### config.mk
export PLATFORM = sky130hd
export DESIGN_NAME = spi_rd_flat
export DESIGN_NICKNAME = d
export VERILOG_FILES = /design/src/rtl/spi_pkg.sv /design/src/rtl/spi_rd_if.sv /design/src/rtl/spi_sync_edge.sv /design/src/rtl/spi_rd.sv /design/src/flat_wrapper.sv
export SDC_FILE = /design/constraint.sdc
export NUM_CORES = 1
export LEC_CHECK = 0
export CELL_PAD_IN_SITES_DETAIL_PLACEMENT = 0
export CELL_PAD_IN_SITES_GLOBAL_PLACEMENT = 1
export CORE_MARGIN = 4
export CORE_UTILIZATION = 44
export CTS_BUF_LIST = sky130_fd_sc_hd__clkbuf_16
export DETAILED_ROUTE_END_ITERATION = 12
export GPL_TIMING_DRIVEN = 0
export HOLD_SLACK_MARGIN = 0.02
export PLACE_DENSITY = 0.89
export SLEW_MARGIN = 20
export SYNTH_ARGS = -nofsm -noshare
export SYNTH_HDL_FRONTEND = slang
export SYNTH_HIERARCHICAL = 1
export SYNTH_SLANG_ARGS = --single-unit
### constraint.sdc
create_clock -name clk -period 2.15 [get_ports clk]
set_input_delay 0.3225 -clock clk [delete_from_list [all_inputs] [get_ports clk]]
set_output_delay 0.3225 -clock clk [all_outputs]
set_load 0.01 [all_outputs]
### src/rtl/spi_pkg.sv
// rtl/spi_pkg.sv - shared SPI frame constants and receiver state encoding
package spi_pkg;

  localparam int SPI_FRAME_BITS = 16;
  localparam int SPI_DATA_W     = 15;
  localparam int SPI_PAD_IDX    = 8;

  typedef enum logic [1:0] {
    ARM   = 2'd0,
    IDLE  = 2'd1,
    SHIFT = 2'd2,
    CHECK = 2'd3
  } spi_state_e;

endpackage

### src/rtl/spi_rd_if.sv
// rtl/spi_rd_if.sv - SPI pin and receive-result bundle for spi_rd
interface spi_rd_if #(
  parameter int DATA_W = spi_pkg::SPI_DATA_W
);

  logic              sclk;
  logic              cs_n;
  logic              mosi;
  logic [DATA_W-1:0] data_rx;
  logic              valid;
  logic              frame_err;
  logic              busy;

  // Bus side that drives the SPI pins and watches the receiver results
  modport master (
    output sclk, cs_n, mosi,
    input  data_rx, valid, frame_err, busy
  );

  // Receiver side
  modport slave (
    input  sclk, cs_n, mosi,
    output data_rx, valid, frame_err, busy
  );

endinterface

### src/rtl/spi_sync_edge.sv
// rtl/spi_sync_edge.sv - multi-stage synchroniser with rise/fall edge pulses
module spi_sync_edge #(
  parameter int   STAGES    = 2,
  parameter logic RESET_VAL = 1'b1
) (
  input  logic clk,
  input  logic rst,
  input  logic din,
  output logic level,
  output logic rise,
  output logic fall
);

  logic [STAGES-1:0] sync_q;
  logic [STAGES-1:0] sync_d;
  logic              prev_q;
  logic              prev_d;

  // Shift the raw pin into the chain; the extra flop remembers the last synced level
  always_comb begin
    sync_d = {sync_q[STAGES-2:0], din};
    prev_d = sync_q[STAGES-1];
  end

  // Chain and edge flop are preset to the idle pin level so reset creates no false edge
  always_ff @(posedge clk or negedge rst) begin
    if (!rst) begin
      sync_q <= {STAGES{RESET_VAL}};
      prev_q <= RESET_VAL;
    end else begin
      sync_q <= sync_d;
      prev_q <= prev_d;
    end
  end

  assign level = sync_q[STAGES-1];
  assign rise  = level & ~prev_q;
  assign fall  = ~level & prev_q;

endmodule

### src/rtl/spi_rd.sv
// rtl/spi_rd.sv - oversampled SPI slave receiver that strips the stuffed pad bit
module spi_rd
  import spi_pkg::*;
#(
  parameter int FRAME_BITS  = SPI_FRAME_BITS,
  parameter int DATA_W      = SPI_DATA_W,
  parameter int PAD_IDX     = SPI_PAD_IDX,
  parameter int SYNC_STAGES = 2
) (
  input logic     clk,
  input logic     rst,
  spi_rd_if.slave bus
);

  // Pad bit position inside the shift register once the whole frame has arrived
  localparam int             PAD_POS   = FRAME_BITS - 1 - PAD_IDX;
  localparam logic [5:0]     FRAME_CNT = 6'(FRAME_BITS);
  localparam int             ARM_W     = $clog2(SYNC_STAGES + 1);
  localparam logic [ARM_W-1:0] ARM_FLUSH = ARM_W'(SYNC_STAGES);

  logic sclk_lvl, sclk_rise, sclk_fall;
  logic cs_lvl, cs_rise, cs_fall;
  logic unused_sclk;
  logic mosi_s;

  spi_state_e              state_q, state_d;
  logic [5:0]              bit_cnt_q, bit_cnt_d;
  logic [FRAME_BITS-1:0]   shreg_q, shreg_d;
  logic [DATA_W-1:0]       data_rx_q, data_rx_d;
  logic                    valid_q, valid_d;
  logic                    frame_err_q, frame_err_d;
  logic                    pend_q, pend_d;
  logic [ARM_W-1:0]        arm_cnt_q, arm_cnt_d;
  logic [SYNC_STAGES-1:0]  mosi_sync_q, mosi_sync_d;

  spi_sync_edge #(.STAGES(SYNC_STAGES), .RESET_VAL(1'b1)) u_sclk_sync (
    .clk   (clk),
    .rst   (rst),
    .din   (bus.sclk),
    .level (sclk_lvl),
    .rise  (sclk_rise),
    .fall  (sclk_fall)
  );

  spi_sync_edge #(.STAGES(SYNC_STAGES), .RESET_VAL(1'b1)) u_cs_sync (
    .clk   (clk),
    .rst   (rst),
    .din   (bus.cs_n),
    .level (cs_lvl),
    .rise  (cs_rise),
    .fall  (cs_fall)
  );

  // Only the sclk rising edge matters; level and falling edge are left over
  assign unused_sclk = sclk_lvl ^ sclk_fall;

  // mosi needs a level only, kept at the same depth as sclk so data and edge line up
  always_comb begin
    mosi_sync_d = {mosi_sync_q[SYNC_STAGES-2:0], bus.mosi};
  end

  // mosi synchroniser
  always_ff @(posedge clk or negedge rst) begin
    if (!rst) mosi_sync_q <= '0;
    else      mosi_sync_q <= mosi_sync_d;
  end

  assign mosi_s = mosi_sync_q[SYNC_STAGES-1];

  // Drop the pad bit and pack the remaining bits in arrival order
  function automatic logic [DATA_W-1:0] strip_pad(input logic [FRAME_BITS-1:0] s);
    logic [DATA_W-1:0] r;
    int                k;
    r = '0;
    k = 0;
    for (int i = 0; i < FRAME_BITS; i++) begin
      if (i != PAD_POS) begin
        r[k] = s[i];
        k++;
      end
    end
    return r;
  endfunction

  // Frame FSM: next state, shift/count, judgement and result pulses
  always_comb begin
    state_d     = state_q;
    bit_cnt_d   = bit_cnt_q;
    shreg_d     = shreg_q;
    data_rx_d   = data_rx_q;
    valid_d     = 1'b0;
    frame_err_d = 1'b0;
    pend_d      = pend_q;
    arm_cnt_d   = arm_cnt_q;
    case (state_q)
      ARM: begin
        // The preset synchroniser value must flush before cs_n level is trusted
        pend_d = 1'b0;
        if (arm_cnt_q != ARM_FLUSH) arm_cnt_d = arm_cnt_q + 1'b1;
        else if (cs_lvl)            state_d   = IDLE;
      end
      IDLE: begin
        if (cs_fall || pend_q) begin
          state_d   = SHIFT;
          bit_cnt_d = '0;
          shreg_d   = '0;
          pend_d    = 1'b0;
        end
      end
      SHIFT: begin
        if (sclk_rise) begin
          shreg_d = {shreg_q[FRAME_BITS-2:0], mosi_s};
          if (bit_cnt_q != 6'd63) bit_cnt_d = bit_cnt_q + 6'd1;
        end
        if (cs_rise) state_d = CHECK;
      end
      CHECK: begin
        state_d = IDLE;
        if (bit_cnt_q == FRAME_CNT && !shreg_q[PAD_POS]) begin
          data_rx_d = strip_pad(shreg_q);
          valid_d   = 1'b1;
        end else begin
          frame_err_d = 1'b1;
        end
        // A new frame starting right now is remembered for IDLE
        if (cs_fall) pend_d = 1'b1;
      end
      default: state_d = ARM;
    endcase
  end

  // Frame FSM and result registers
  always_ff @(posedge clk or negedge rst) begin
    if (!rst) begin
      state_q     <= ARM;
      bit_cnt_q   <= '0;
      shreg_q     <= '0;
      data_rx_q   <= '0;
      valid_q     <= 1'b0;
      frame_err_q <= 1'b0;
      pend_q      <= 1'b0;
      arm_cnt_q   <= '0;
    end else begin
      state_q     <= state_d;
      bit_cnt_q   <= bit_cnt_d;
      shreg_q     <= shreg_d;
      data_rx_q   <= data_rx_d;
      valid_q     <= valid_d;
      frame_err_q <= frame_err_d;
      pend_q      <= pend_d;
      arm_cnt_q   <= arm_cnt_d;
    end
  end

  assign bus.data_rx   = data_rx_q;
  assign bus.valid     = valid_q;
  assign bus.frame_err = frame_err_q;
  assign bus.busy      = (state_q == SHIFT);

endmodule
### src/flat_wrapper.sv
// flat-port wrapper written by rule: the top's interface ports become plain ports
module spi_rd_flat import spi_pkg::*;
#(
  parameter int FRAME_BITS  = SPI_FRAME_BITS,
  parameter int DATA_W      = SPI_DATA_W,
  parameter int PAD_IDX     = SPI_PAD_IDX,
  parameter int SYNC_STAGES = 2
)
  (clk, rst, bus_sclk, bus_cs_n, bus_mosi, bus_data_rx, bus_valid, bus_frame_err, bus_busy);
  spi_rd_if #(.DATA_W(DATA_W)) bus_i ();
  input logic clk;
  input logic rst;
  input wire logic [$bits(bus_i.sclk)-1:0] bus_sclk;
  input wire logic [$bits(bus_i.cs_n)-1:0] bus_cs_n;
  input wire logic [$bits(bus_i.mosi)-1:0] bus_mosi;
  output wire logic [$bits(bus_i.data_rx)-1:0] bus_data_rx;
  output wire logic [$bits(bus_i.valid)-1:0] bus_valid;
  output wire logic [$bits(bus_i.frame_err)-1:0] bus_frame_err;
  output wire logic [$bits(bus_i.busy)-1:0] bus_busy;
  assign bus_i.sclk = bus_sclk;
  assign bus_i.cs_n = bus_cs_n;
  assign bus_i.mosi = bus_mosi;
  assign bus_data_rx = bus_i.data_rx;
  assign bus_valid = bus_i.valid;
  assign bus_frame_err = bus_i.frame_err;
  assign bus_busy = bus_i.busy;
  spi_rd #(.FRAME_BITS(FRAME_BITS), .DATA_W(DATA_W), .PAD_IDX(PAD_IDX), .SYNC_STAGES(SYNC_STAGES)) u_core (.clk(clk), .rst(rst), .bus(bus_i));
endmodule
# Word level (Yosys, flattened, before mapping)

Cells that the tools add are included.

Register bits: 52
Input port bits: 5
Output and inout port bits: 18
Logic and storage cells: 218

Add/sub/neg operators: 15
Magnitude comparators: 28
Eq/ne operators: 13
Muxes and demuxes: 117
Bitwise logic cells: 6
Reduce and logical (&&, ||, !) cells: 26

Operators with widths:

| operator                                                               | count |
|---|---|
| 32-bit two-way mux                                                     | 28 |
| 32-bit by 1-bit >= comparator with 1-bit output, second input constant | 14 |
| 32-bit by 6-bit < comparator with 1-bit output, second input constant  | 14 |
| 32-bit by 2-bit adder with 32-bit output, second input constant        | 13 |
| 15-bit two-way mux                                                     | 26 |
| 15-bit bitwise mux                                                     | 14 |
| 1-bit demux with 4-bit select                                          | 14 |
| 16-bit two-way mux                                                     | 2 |
| 16-bit one-hot mux with 2 select lines                                 | 1 |
| 1-bit two-way mux                                                      | 22 |
| 6-bit two-way mux                                                      | 3 |
| 1-bit logical AND                                                      | 15 |
| 6-bit one-hot mux with 2 select lines                                  | 1 |
| 2-bit by 1-bit != test with 1-bit output, second input constant        | 5 |
| 2-bit two-way mux                                                      | 4 |
| 2-bit one-hot mux with 4 select lines                                  | 1 |
| 4-bit AND reduction                                                    | 2 |
| 6-bit by 1-bit adder with 6-bit output, second input constant          | 1 |
| 6-bit by 5-bit equality test with 1-bit output, second input constant  | 1 |
| 2-bit != test, second input constant                                   | 3 |
| 6-bit != test, second input constant                                   | 1 |
| 3-bit AND reduction                                                    | 2 |
| 2-bit equality test, second input constant                             | 2 |
| 2-bit AND reduction                                                    | 2 |
| 10 further kinds                                                       | 14 |

# Logic depth before layout (Yosys ltp)

Gate-level depths: netlist of run 1.

Word-level depth: 48
Depth in mapped cells: 8
Gate-level depth less buffers: 6

# Modules after synthesis

Netlist of run 1, hierarchy kept.

By module, submodules not included:

| module        | times used | cells each | area an instance (um^2) | sequential area each (um^2) |
|---|---|---|---|---|
| spi_rd        | 1          | 181        | 2030.7                  | 1151.1 |
| spi_sync_edge | 2          | 5          | 93.8                    | 78.8 |

# Least setup slack after synthesis of run 1

Ideal clock, no wire load.

Kind: reg-to-reg
From: register u_core.state_q[0]
To: register u_core.bit_cnt_q[3]
Library setup time: 87 ps
Data arrival time: 1705 ps
Required time: 2063 ps
Setup slack: 359 ps
Stages on the path, launching flop included: 7
Path buffers: 1
Period minus slack after synthesis: 1791 ps
Cells stage by stage: dfrtp_1 -> inv_1 -> ha_1 -> buf_6 -> a221o_1 -> or4b_1 -> o211ai_1

Cells in the longest elaborated chain, start to end: 3

Ends and longest elaborated chain:

| element                                                                                                | line               | RTL |
|---|---|---|
| start, declared                                                                                        | spi_rd.sv:26       | `spi_state_e state_q, state_d;` |
| start signal, assigned                                                                                 | spi_rd.sv:144      | `state_q <= state_d;` |
| 2-bit equality test (*)                                                                                | -                  |  |
| net bus_busy                                                                                           | flat_wrapper.sv:19 | `output wire logic [$bits(bus_i.busy)-1:0] bus_busy;` |
| 2-bit by 1-bit != test with 1-bit output (no source line) / 2-bit nonzero test (equally long branches) | -                  |  |
| 4-bit AND reduction (no source line)                                                                   | -                  |  |
| end signal, assigned                                                                                   | spi_rd.sv:145      | `bit_cnt_q <= bit_cnt_d;` |
| end, declared                                                                                          | spi_rd.sv:27       | `logic [5:0] bit_cnt_q, bit_cnt_d;` |

Mark *: on every way through the listed nets, which the timed path passes. The rest lies on a longest branch.
A chain may end at the register's enable or synchronous reset.

# Final worst setup path of run 1

From: register u_core.state_q[0]
To: register u_core.bit_cnt_q[1]

Cells in the longest elaborated chain, start to end: 3

Ends and longest elaborated chain:

| element                                                                                                | line         | RTL |
|---|---|---|
| 2-bit equality test / 2-bit by 1-bit equality test with 1-bit output (equally long branches)           | spi_rd.sv:95 | `case (state_q)` |
| 2-bit by 1-bit != test with 1-bit output (no source line) / 2-bit nonzero test (equally long branches) | -            |  |
| 4-bit AND reduction (no source line)                                                                   | -            |  |

Several ways; a longest one is shown, not always the timed one.

==> results of run 1 <==
## routing by layer
| metal | track usage | vias up | routed length [um] |
|---|---|---|---|
| met5 | 0 | - | 0 |
| met4 | 0.0601 | 0 | 42 |
| met3 | 0.0306 | 4 | 150 |
| met2 | 0.209 | 38 | 1710 |
| met1 | 0.177 | 684 | 1730 |
| li1 | - | 691 | - |
## layout make-up
class / instances / area share
buffer: 8 / 0.0184
tap: 67 / 0.0315
clock inverter: 3 / 0.00753
multi-input combinational: 119 / 0.306
sequential: 52 / 0.492
timing repair buffer: 22 / 0.0819
clock buffer: 5 / 0.0471
inverter: 11 / 0.0155
## critical path, stage by stage (launching register included)
cell	delay (ns)
dfrtp_1	0.38
inv_1	0.07
ha_1	0.22
buf_6	0.14
a221o_1	0.36
buf_2	0.20
nor2_2	0.24
mux2i_1	0.21
## how the worst max path moves through the flow
stage | from | slack, ns | endpoint | depth (start not counted)
floorplan | u_core/state_q[0]$_DFFE_PN0P_ | 0.36 | u_core/bit_cnt_q[3]$_DFFE_PN0P_ | 6
global placement | rst | -0.74 | u_core/bus.valid$_DFF_PN0_ | 1
detailed placement | u_core/u_cs_sync/sync_q[1]$_DFF_PN1_ | 0.12 | u_core/shreg_q[5]$_DFFE_PN0P_ | 6
CTS | u_core/u_cs_sync/sync_q[1]$_DFF_PN1_ | 0.09 | u_core/shreg_q[5]$_DFFE_PN0P_ | 6
global route | u_core/u_cs_sync/sync_q[1]$_DFF_PN1_ | 0.09 | u_core/shreg_q[4]$_DFFE_PN0P_ | 7
finish | u_core/state_q[0]$_DFFE_PN0P_ | 0.25 | u_core/bit_cnt_q[1]$_DFFE_PN0P_ | 7
## sequential cells by signal, summed over array words and instances (netlist names)
register and count:
u_core/shreg_q 16, u_core/u_cs_sync/sync_q 2, u_core/state_q 2, u_core/u_cs_sync/prev_q 1, u_core/mosi_sync_q 2, u_core/u_sclk_sync/prev_q 1, u_core/bit_cnt_q 6, u_core/bus.frame_err 1
u_core/bus.data_rx 15, u_core/bus.valid 1, u_core/u_sclk_sync/sync_q 2, u_core/arm_cnt_q 2, u_core/pend_q 1
## power by group through the flow
| stage | registers [mW] | logic, mW | clock network, mW |
|---|---|---|---|
| 2_1_floorplan | 1.11 | 0.478 | 0 |
| 6_report | 1.10 | 0.674 | 0.765 |
| 3_3_place_gp | 1.11 | 0.678 | 0 |
| 3_5_place_dp | 1.12 | 0.672 | 0 |
| 4_1_cts | 1.10 | 0.678 | 0.789 |
| 5_1_grt | 1.11 | 0.769 | 0.825 |
## through the flow
stage	cells	hold WS [ns]	worst slack [ns]	util	setup TNS [ns]
2_1_floorplan	190	0.0269	0.359	-	0
3_3_place_gp	279	0.335	-0.736	0.525	-34.93
3_5_place_dp	279	0.338	0.116	0.525	0
4_1_cts	287	0.0769	0.0877	0.555	0
5_1_grt	287	0.115	0.0854	0.555	0
6_report	287	0.0595	0.246	0.555	0
==> flow_summary_export.csv, run 1 <==
group,metric,value,unit
final_layout,fin_nets,231,
floorplanning,num_rows,25,
timing,fin_crit_sh,0.885,
synth,syn_area,2210,um2
critical_path,cp.arrival,2.11,ns
placed_design,gp_congestion,0.764,
power,p_sw,832,uW
run,maxCapViolCount,0,
final_layout,layout_commonest_cell,"dfrtp_1",
final_layout,mostFrequentLayoutCells,"dfrtp_1, nand2_1, clkdlybuf4s50_1, o21ai_0, inv_1",
timing,worst_slew_pin_slew,0.636,ns
clock_tree,insertion_delay,0.29,ns
floorplanning,die_y,78.9,um
clock_tree,htree_num_levels,2,
detailed_routing,viasPerCell,4.94,
critical_path,reg2reg_depth,7,
clock_tree,cts_made_buffers,5,
power,total_power,2.54,mW
final_layout,syn_to_final_growth,20.3,%
timing,drv_slew,0,
clock_tree,cts_tree,"built",
hold_path,hold_path_class,"in -> async",
clock_tree,cts_buffer_depth,2,
detailed_routing,vias,1417,
timing,post-route-min-period,1.90,ns
final_layout,drive_above_1_share,0.173,
power,clkPwrFrac,0.301,
placed_design,portBuffers,22,
synth,syn_inst,190,
floorplanning,die_area,6220,um2
synth,synth.avg_cell_area,11.6,um2
detailed_routing,drtPass1Iterations,4,
critical_path,r2r_slack,0.25,ns
floorplanning,ios,23,
grt,grt_use_total,0.133,
critical_path,critPathCaptureType,"flop",
final_layout,nFillCells,393,
final_layout,fin_area,2660,um2
timing,rsz0062_at_grt,"false",
grt,overflow,0,
critical_path,cp_max_fo,10,
power,p_leak,1.23,nW
clock_tree,postCtsSetupRepairBufs,0,
placed_design,dpl.hpwl,2420,um
power,switching_share,0.328,
power,powerDensity,955,nW/um2
critical_path,timing.rr.end,"u_core/bit_cnt_q[1]$_DFFE_PN0P_",
synth,ys_warn_count,6,
grt,grt_first_pass_wirelength,6530,um
timing,fmax,0.525,GHz
power,internal-power,1.71,mW
critical_path,required,2.36,ns
critical_path,path_class,"reg -> reg",
clock_tree,postCtsResizedCells,0,
clock_tree,hold_buffers,0,
timing,clock_skew,0.00589,ns
power,power_frac_comb,0.266,
clock_tree,cts.sinks,52,
grt,grt_pass1_vias,1418,
synth,syn-num-nets,202,
detailed_routing,wl,3630,um
grt,antenna_found_initial,0,
final_layout,multi_input_area,812,um2
detailed_routing,route.detailed.drc,0,
clock_tree,clk_pin_slew_worst_paths,0.06,ns
power,power_frac_seq,0.433,
detailed_routing,drt-initial-drc-count,84,
floorplanning,core,4790,um2
floorplanning,floorplan.initialDensity,0.462,
power,vdd_drop_max,394,uV
timing,setup_viol,0,
critical_path,worst_setup_path_start_kind,"flop",
critical_path,reg2reg_from,"u_core/state_q[0]$_DFFE_PN0P_",
timing,relSlewSlack,0.576,
final_layout,seq_area,1310,um2
detailed_routing,wl_per_cell,12.7,um
outcome,status,"finished clean",
placed_design,place_area,2510,um2
floorplanning,dieWidth,78.9,um
grt,grt_max_degree,53,
final_layout,antenna_cells,0,
clock_tree,root_buffer,"clkbuf_16",
detailed_routing,drtAntennaViolNets,0,
timing,finalHoldViolations,0,
Note: power is estimated with default switching activity, not from simulation.
==> run 2, diff against run 1 <==
--- a/config.mk
+++ b/config.mk
@@ -7,7 +7,7 @@
 export LEC_CHECK = 0
 export CELL_PAD_IN_SITES_DETAIL_PLACEMENT = 0
 export CELL_PAD_IN_SITES_GLOBAL_PLACEMENT = 1
-export CORE_MARGIN = 4
+export CORE_MARGIN = 2
 export CORE_UTILIZATION = 44
 export CTS_BUF_LIST = sky130_fd_sc_hd__clkbuf_16
 export DETAILED_ROUTE_END_ITERATION = 12
==> flow_summary_export.csv, run 2 (synthesis gave the netlist of run 1 again) <==
group,metric,value,unit
run,maxCapViolCount,0,
final_layout,fin_nets,231,
timing,finalHoldViolations,0,
grt,grt_pass1_vias,1407,
power,p_leak,1.23,nW
timing,fmax,0.512,GHz
detailed_routing,route.detailed.drc,0,
critical_path,required,2.30,ns
power,powerDensity,959,nW/um2
clock_tree,root_buffer,"clkbuf_16",
floorplanning,ios,23,
timing,worst_slew_pin_slew,0.643,ns
floorplanning,core,4790,um2
outcome,status,"finished clean",
timing,setup_viol,0,
final_layout,drive_above_1_share,0.173,
timing,setup-tns-final,0,ns
floorplanning,num_rows,25,
timing,fin_crit_sh,0.909,
timing,rsz0062_at_grt,"false",
timing,post-route-min-period,1.95,ns
detailed_routing,wl_per_cell,12.7,um
clock_tree,clk_pin_slew_worst_paths,0.06,ns
critical_path,critPathCaptureType,"flop",
detailed_routing,drt-initial-drc-count,83,
clock_tree,postCtsSetupRepairBufs,0,
final_layout,layout_commonest_cell,"dfrtp_1",
final_layout,antenna_cells,0,
grt,grt_first_pass_wirelength,6500,um
grt,grt_max_degree,53,
timing,drv_slew,0,
floorplanning,die_area,5600,um2
final_layout,largest_reg_flops,16,
detailed_routing,vias,1410,
clock_tree,cts_tree,"built",
detailed_routing,drtAntennaViolNets,0,
final_layout,top_register,"u_core/shreg_q",
clock_tree,insertion_delay,0.29,ns
floorplanning,die_y,74.9,um
grt,antenna_found_initial,0,
clock_tree,cts_made_buffers,5,
placed_design,gp_congestion,0.823,
clock_tree,postCtsResizedCells,0,
critical_path,cp.arrival,2.11,ns
final_layout,mostFrequentLayoutCells,"dfrtp_1, nand2_1, clkdlybuf4s50_1, o21ai_0, inv_1",
hold_path,hold_path_class,"in -> async",
detailed_routing,viasPerCell,4.91,
final_layout,post-route-util,0.555,
clock_tree,cts_buffer_depth,2,
final_layout,final_cells,287,
detailed_routing,drtPass1Iterations,4,
grt,grt_use_total,0.154,
critical_path,worst_setup_path_start_kind,"flop",
clock_tree,cts.sinks,52,
placed_design,dp.cells,279,
final_layout,syn_to_final_growth,20.3,%
timing,relSlewSlack,0.571,
critical_path,cp_max_fo,10,
floorplanning,floorplan.initialDensity,0.462,
grt,overflow,0,
timing,clock_skew,0.00632,ns
detailed_routing,wl,3640,um
critical_path,path_class,"reg -> reg",
floorplanning,dieWidth,74.9,um
clock_tree,htree_num_levels,2,
placed_design,portBuffers,22,
clock_tree,hold_buffers,0,
placed_design,dpl.hpwl,2460,um
power,vdd_drop_max,600,uV
==> run 2: worst max-delay path, cell delays in order, from the launching register on <==
cell	delay, ns
dfstp_2	0.55
and2b_2	0.23
nor2_1	0.19
a221o_1	0.23
buf_2	0.22
clkbuf_2	0.26
o21ai_0	0.14
==> run 2: final cells by class <==
type                       instances  area [um2]
fill                             416        2130
sequential                        52        1310
tap                               67        83.8
multi-input combinational        119         812
clock inverter                     3        20.0
buffer                             8        48.8
timing repair buffer              22         218
clock buffer                       5         125
inverter                          11        41.3
==> run 2: stage by stage <==
step	setup slack, ns	cell area (um2)	power [mW]	hold slack [ns]
final	0.196	2660	2.55	0.0598
after global routing	0.0207	2660	2.70	0.115
after CTS	0.0477	2660	2.57	0.0835
after detailed placement	0.0903	2510	1.79	0.337
after global placement	-0.756	2510	1.79	0.335
after floorplan	0.359	2210	1.59	0.0269
==> run 2: per-layer routing <==
layer	vias to the layer above	global-route usage	wire length, um
met1	697	0.215	1780
met3	4	0.0361	105
met4	0	0.0655	48
met2	20	0.233	1700
met5	-	0	0
li1	689	-	-
==> run 2: report_power, final <==
part           switching, mW  leakage, nW  internal, mW  total (mW)
combinational          0.451        0.471         0.227       0.678
sequential            0.0472        0.687          1.05        1.10
clock                  0.346       0.0712         0.429       0.775
total                  0.844         1.23          1.71        2.55
==> run 2: final timing paths <==
kind | start | end | slack, ns | cells after the start
max | u_core/u_cs_sync/sync_q[1]$_DFF_PN1_ | u_core/shreg_q[3]$_DFFE_PN0P_ | 0.20 | 6
min | rst | u_core/bit_cnt_q[0]$_DFFE_PN0P_ | 0.06 | 1
max reg2reg | u_core/u_cs_sync/sync_q[1]$_DFF_PN1_ | u_core/shreg_q[3]$_DFFE_PN0P_ | 0.20 | 6
min reg2reg | u_core/mosi_sync_q[0]$_DFF_PN0_ | u_core/mosi_sync_q[1]$_DFF_PN0_ | 0.35 | 0
max in group asynchronous | rst | u_core/bus.frame_err$_DFF_PN0_ | 1.66 | 1
min in group clk | u_core/mosi_sync_q[0]$_DFF_PN0_ | u_core/mosi_sync_q[1]$_DFF_PN0_ | 0.35 | 0
==> run 3, diff against run 2 <==
--- a/config.mk
+++ b/config.mk
@@ -5,6 +5,7 @@
 export SDC_FILE = /design/constraint.sdc
 export NUM_CORES = 1
 export LEC_CHECK = 0
+export CAP_MARGIN = 0
 export CELL_PAD_IN_SITES_DETAIL_PLACEMENT = 0
 export CELL_PAD_IN_SITES_GLOBAL_PLACEMENT = 1
 export CORE_MARGIN = 2
@@ -13,7 +14,7 @@
 export DETAILED_ROUTE_END_ITERATION = 12
 export GPL_TIMING_DRIVEN = 0
 export HOLD_SLACK_MARGIN = 0.02
-export PLACE_DENSITY = 0.89
+export PLACE_DENSITY = 0.75
 export SLEW_MARGIN = 20
 export SYNTH_ARGS = -nofsm -noshare
 export SYNTH_HDL_FRONTEND = slang
==> flow_summary_export.csv, run 3 (synthesis gave the netlist of run 1 again) <==
group,metric,value,unit
power,vdd_drop_max,430,uV
clock_tree,clk_pin_slew_worst_paths,0.07,ns
grt,grt_pass1_vias,1484,
critical_path,slowest_stage,"dfrtp_1",
clock_tree,cts_made_buffers,5,
power,total_power,2.69,mW
power,p_sw,864,uW
power,internal-power,1.83,mW
final_layout,mostFrequentLayoutCells,"dfrtp_1, nand2_1, clkdlybuf4s50_1, o21ai_0, inv_1",
critical_path,crit_chain,"inv_1, ha_1, buf_6, a221o_1, buf_2, nor2_2, mux2i_1",
detailed_routing,wl_per_cell,14.3,um
final_layout,fin_nets,232,
run,maxCapViolCount,0,
grt,grt_max_degree,29,
detailed_routing,drtAntennaViolNets,0,
clock_tree,cts_buffer_depth,2,
critical_path,path_class,"reg -> reg",
timing,worst_slew_pin_slew,0.590,ns
critical_path,reg2reg_depth,7,
timing,setup_viol,0,
clock_tree,insertion_delay,0.29,ns
floorplanning,floorplan.initialDensity,0.462,
timing,clock_skew,0.00785,ns
power,powerDensity,998,nW/um2
final_layout,largest_reg_flops,16,
detailed_routing,drt-initial-drc-count,110,
floorplanning,core,4790,um2
critical_path,cpPeakStageDelay,0.39,ns
timing,setup_slack,0.221,ns
clock_tree,cts_tree,"built",
final_layout,layout_commonest_cell,"dfrtp_1",
timing,relSlewSlack,0.607,
final_layout,antenna_cells,0,
critical_path,r2r_slack,0.22,ns
floorplanning,num_rows,25,
critical_path,path_delay_family,"buffers and inverters",
power,power_frac_comb,0.267,
detailed_routing,wl,4110,um
timing,fin_crit_sh,0.897,
power,p_leak,1.25,nW
outcome,status,"finished clean",
final_layout,fin_area,2690,um2
final_layout,top_register,"u_core/shreg_q",
clock_tree,root_buffer,"clkbuf_16",
critical_path,worst_setup_path_start_kind,"flop",
critical_path,reg2reg_from,"u_core/state_q[0]$_DFFE_PN0P_",
critical_path,timing.rr.end,"u_core/bit_cnt_q[1]$_DFFE_PN0P_",
critical_path,critPathBufInv,3,
placed_design,place_area,2530,um2
timing,drv_slew,0,
final_layout,syn_to_final_growth,21.9,%
detailed_routing,vias,1467,
timing,fmax,0.518,GHz
grt,grt_use_total,0.166,
grt,overflow,0,
floorplanning,die_y,74.9,um
power,clkPwrFrac,0.323,
timing,finalHoldViolations,0,
grt,antenna_found_initial,0,
power,power_frac_seq,0.410,
placed_design,gp_congestion,0.722,
final_layout,drive_above_1_share,0.176,
grt,grt_first_pass_wirelength,6900,um
detailed_routing,route.detailed.drc,0,
timing,post-route-min-period,1.93,ns
detailed_routing,drtPass1Iterations,4,
critical_path,critPathCaptureType,"flop",
placed_design,portBuffers,22,
detailed_routing,viasPerCell,5.09,
final_layout,post-route-util,0.563,
clock_tree,cts.sinks,52,
timing,setup-tns-final,0,ns
final_layout,nFillCells,403,
placed_design,pre_cts_slack,0.0816,ns
placed_design,dpl.hpwl,2820,um
floorplanning,die_area,5600,um2
timing,rsz0062_at_grt,"false",
clock_tree,htree_num_levels,2,
critical_path,required,2.36,ns
floorplanning,dieWidth,74.9,um
power,switching_share,0.321,
hold_path,hold_path_class,"in -> async",
critical_path,cp.arrival,2.14,ns
critical_path,cp_max_fo,10,
floorplanning,ios,23,
==> run 3: changes by cell type in the layout (fill, tap and decap cells not counted) <==
cell | before | now
buf_12 | 0 | 1
clkinv_2 | 0 | 1
bufinv_16 | 0 | 1
buf_2 | 2 | 3
clkinvlp_4 | 1 | 0
buf_4 | 1 | 0
clkinv_4 | 1 | 0
==> run 3: worst max-delay path by stage <==
stage	from	endpoint	slack, ns	cells after the start
floorplan	u_core/state_q[0]$_DFFE_PN0P_	u_core/bit_cnt_q[3]$_DFFE_PN0P_	0.36	6
global placement	rst	u_core/bus.data_rx[10]$_DFFE_PN0P_	-0.67	1
detailed placement	u_core/u_cs_sync/sync_q[1]$_DFF_PN1_	u_core/shreg_q[14]$_DFFE_PN0P_	0.08	6
CTS	u_core/u_cs_sync/sync_q[1]$_DFF_PN1_	u_core/shreg_q[14]$_DFFE_PN0P_	0.06	6
global route	u_core/u_cs_sync/sync_q[1]$_DFF_PN1_	u_core/shreg_q[11]$_DFFE_PN0P_	0.05	7
finish	u_core/state_q[0]$_DFFE_PN0P_	u_core/bit_cnt_q[1]$_DFFE_PN0P_	0.22	7
==> run 3: power groups by stage <==
stage	Sequential (mW)	Combinational, mW	Clock, mW
floorplan	1.11	0.478	0
global placement	1.11	0.684	0
detailed placement	1.12	0.721	0
CTS	1.10	0.727	0.888
global route	1.11	0.795	0.936
finish	1.10	0.719	0.867
==> run 3: stage by stage <==
| step | std cells | hold WS, ns |
|---|---|---|
| global route | 288 | 0.0681 |
| CTS | 288 | 0.0453 |
| detailed placement | 280 | 0.349 |
| global placement | 279 | 0.336 |
| floorplan | 190 | 0.0269 |
| finish | 288 | 0.0282 |
==> run 3: layout make-up <==
cell class,instances,area [um2],area share
plain buffers,8,48.8,0.0181
clock buffers,5,125,0.0464
clock inverters,3,38.8,0.0144
inverters,11,41.3,0.0153
multi-input cells,119,812,0.301
flip-flops and latches,52,1310,0.486
well taps,67,83.8,0.0311
repair buffers,23,235,0.0873
==> run 3: per-layer routing <==
| layer | GRT usage | vias to the layer above | part of all wire |
|---|---|---|---|
| li1 | - | 692 | - |
| met1 | 0.204 | 718 | 0.45 |
| met2 | 0.286 | 51 | 0.49 |
| met3 | 0.0455 | 6 | 0.052 |
| met4 | 0.0496 | 0 | 0.0056 |
| met5 | 0 | - | 0 |
==> run 3: repair_timing <==
| item | 4_1_cts | 5_1_grt |
|---|---|---|
| gates resized for setup | 0 | 2 |
| endpoints found under the setup margin | 0 | 10 |
| buffers inserted | 0 | 0 |
| hold buffers | 0 | 0 |
==> run 3: worst reg2reg max path: stages, from the launching register on <==
cell	delay [ns]
dfrtp_1	0.39
inv_1	0.08
ha_1	0.22
buf_6	0.14
a221o_1	0.36
buf_2	0.20
nor2_2	0.25
mux2i_1	0.22
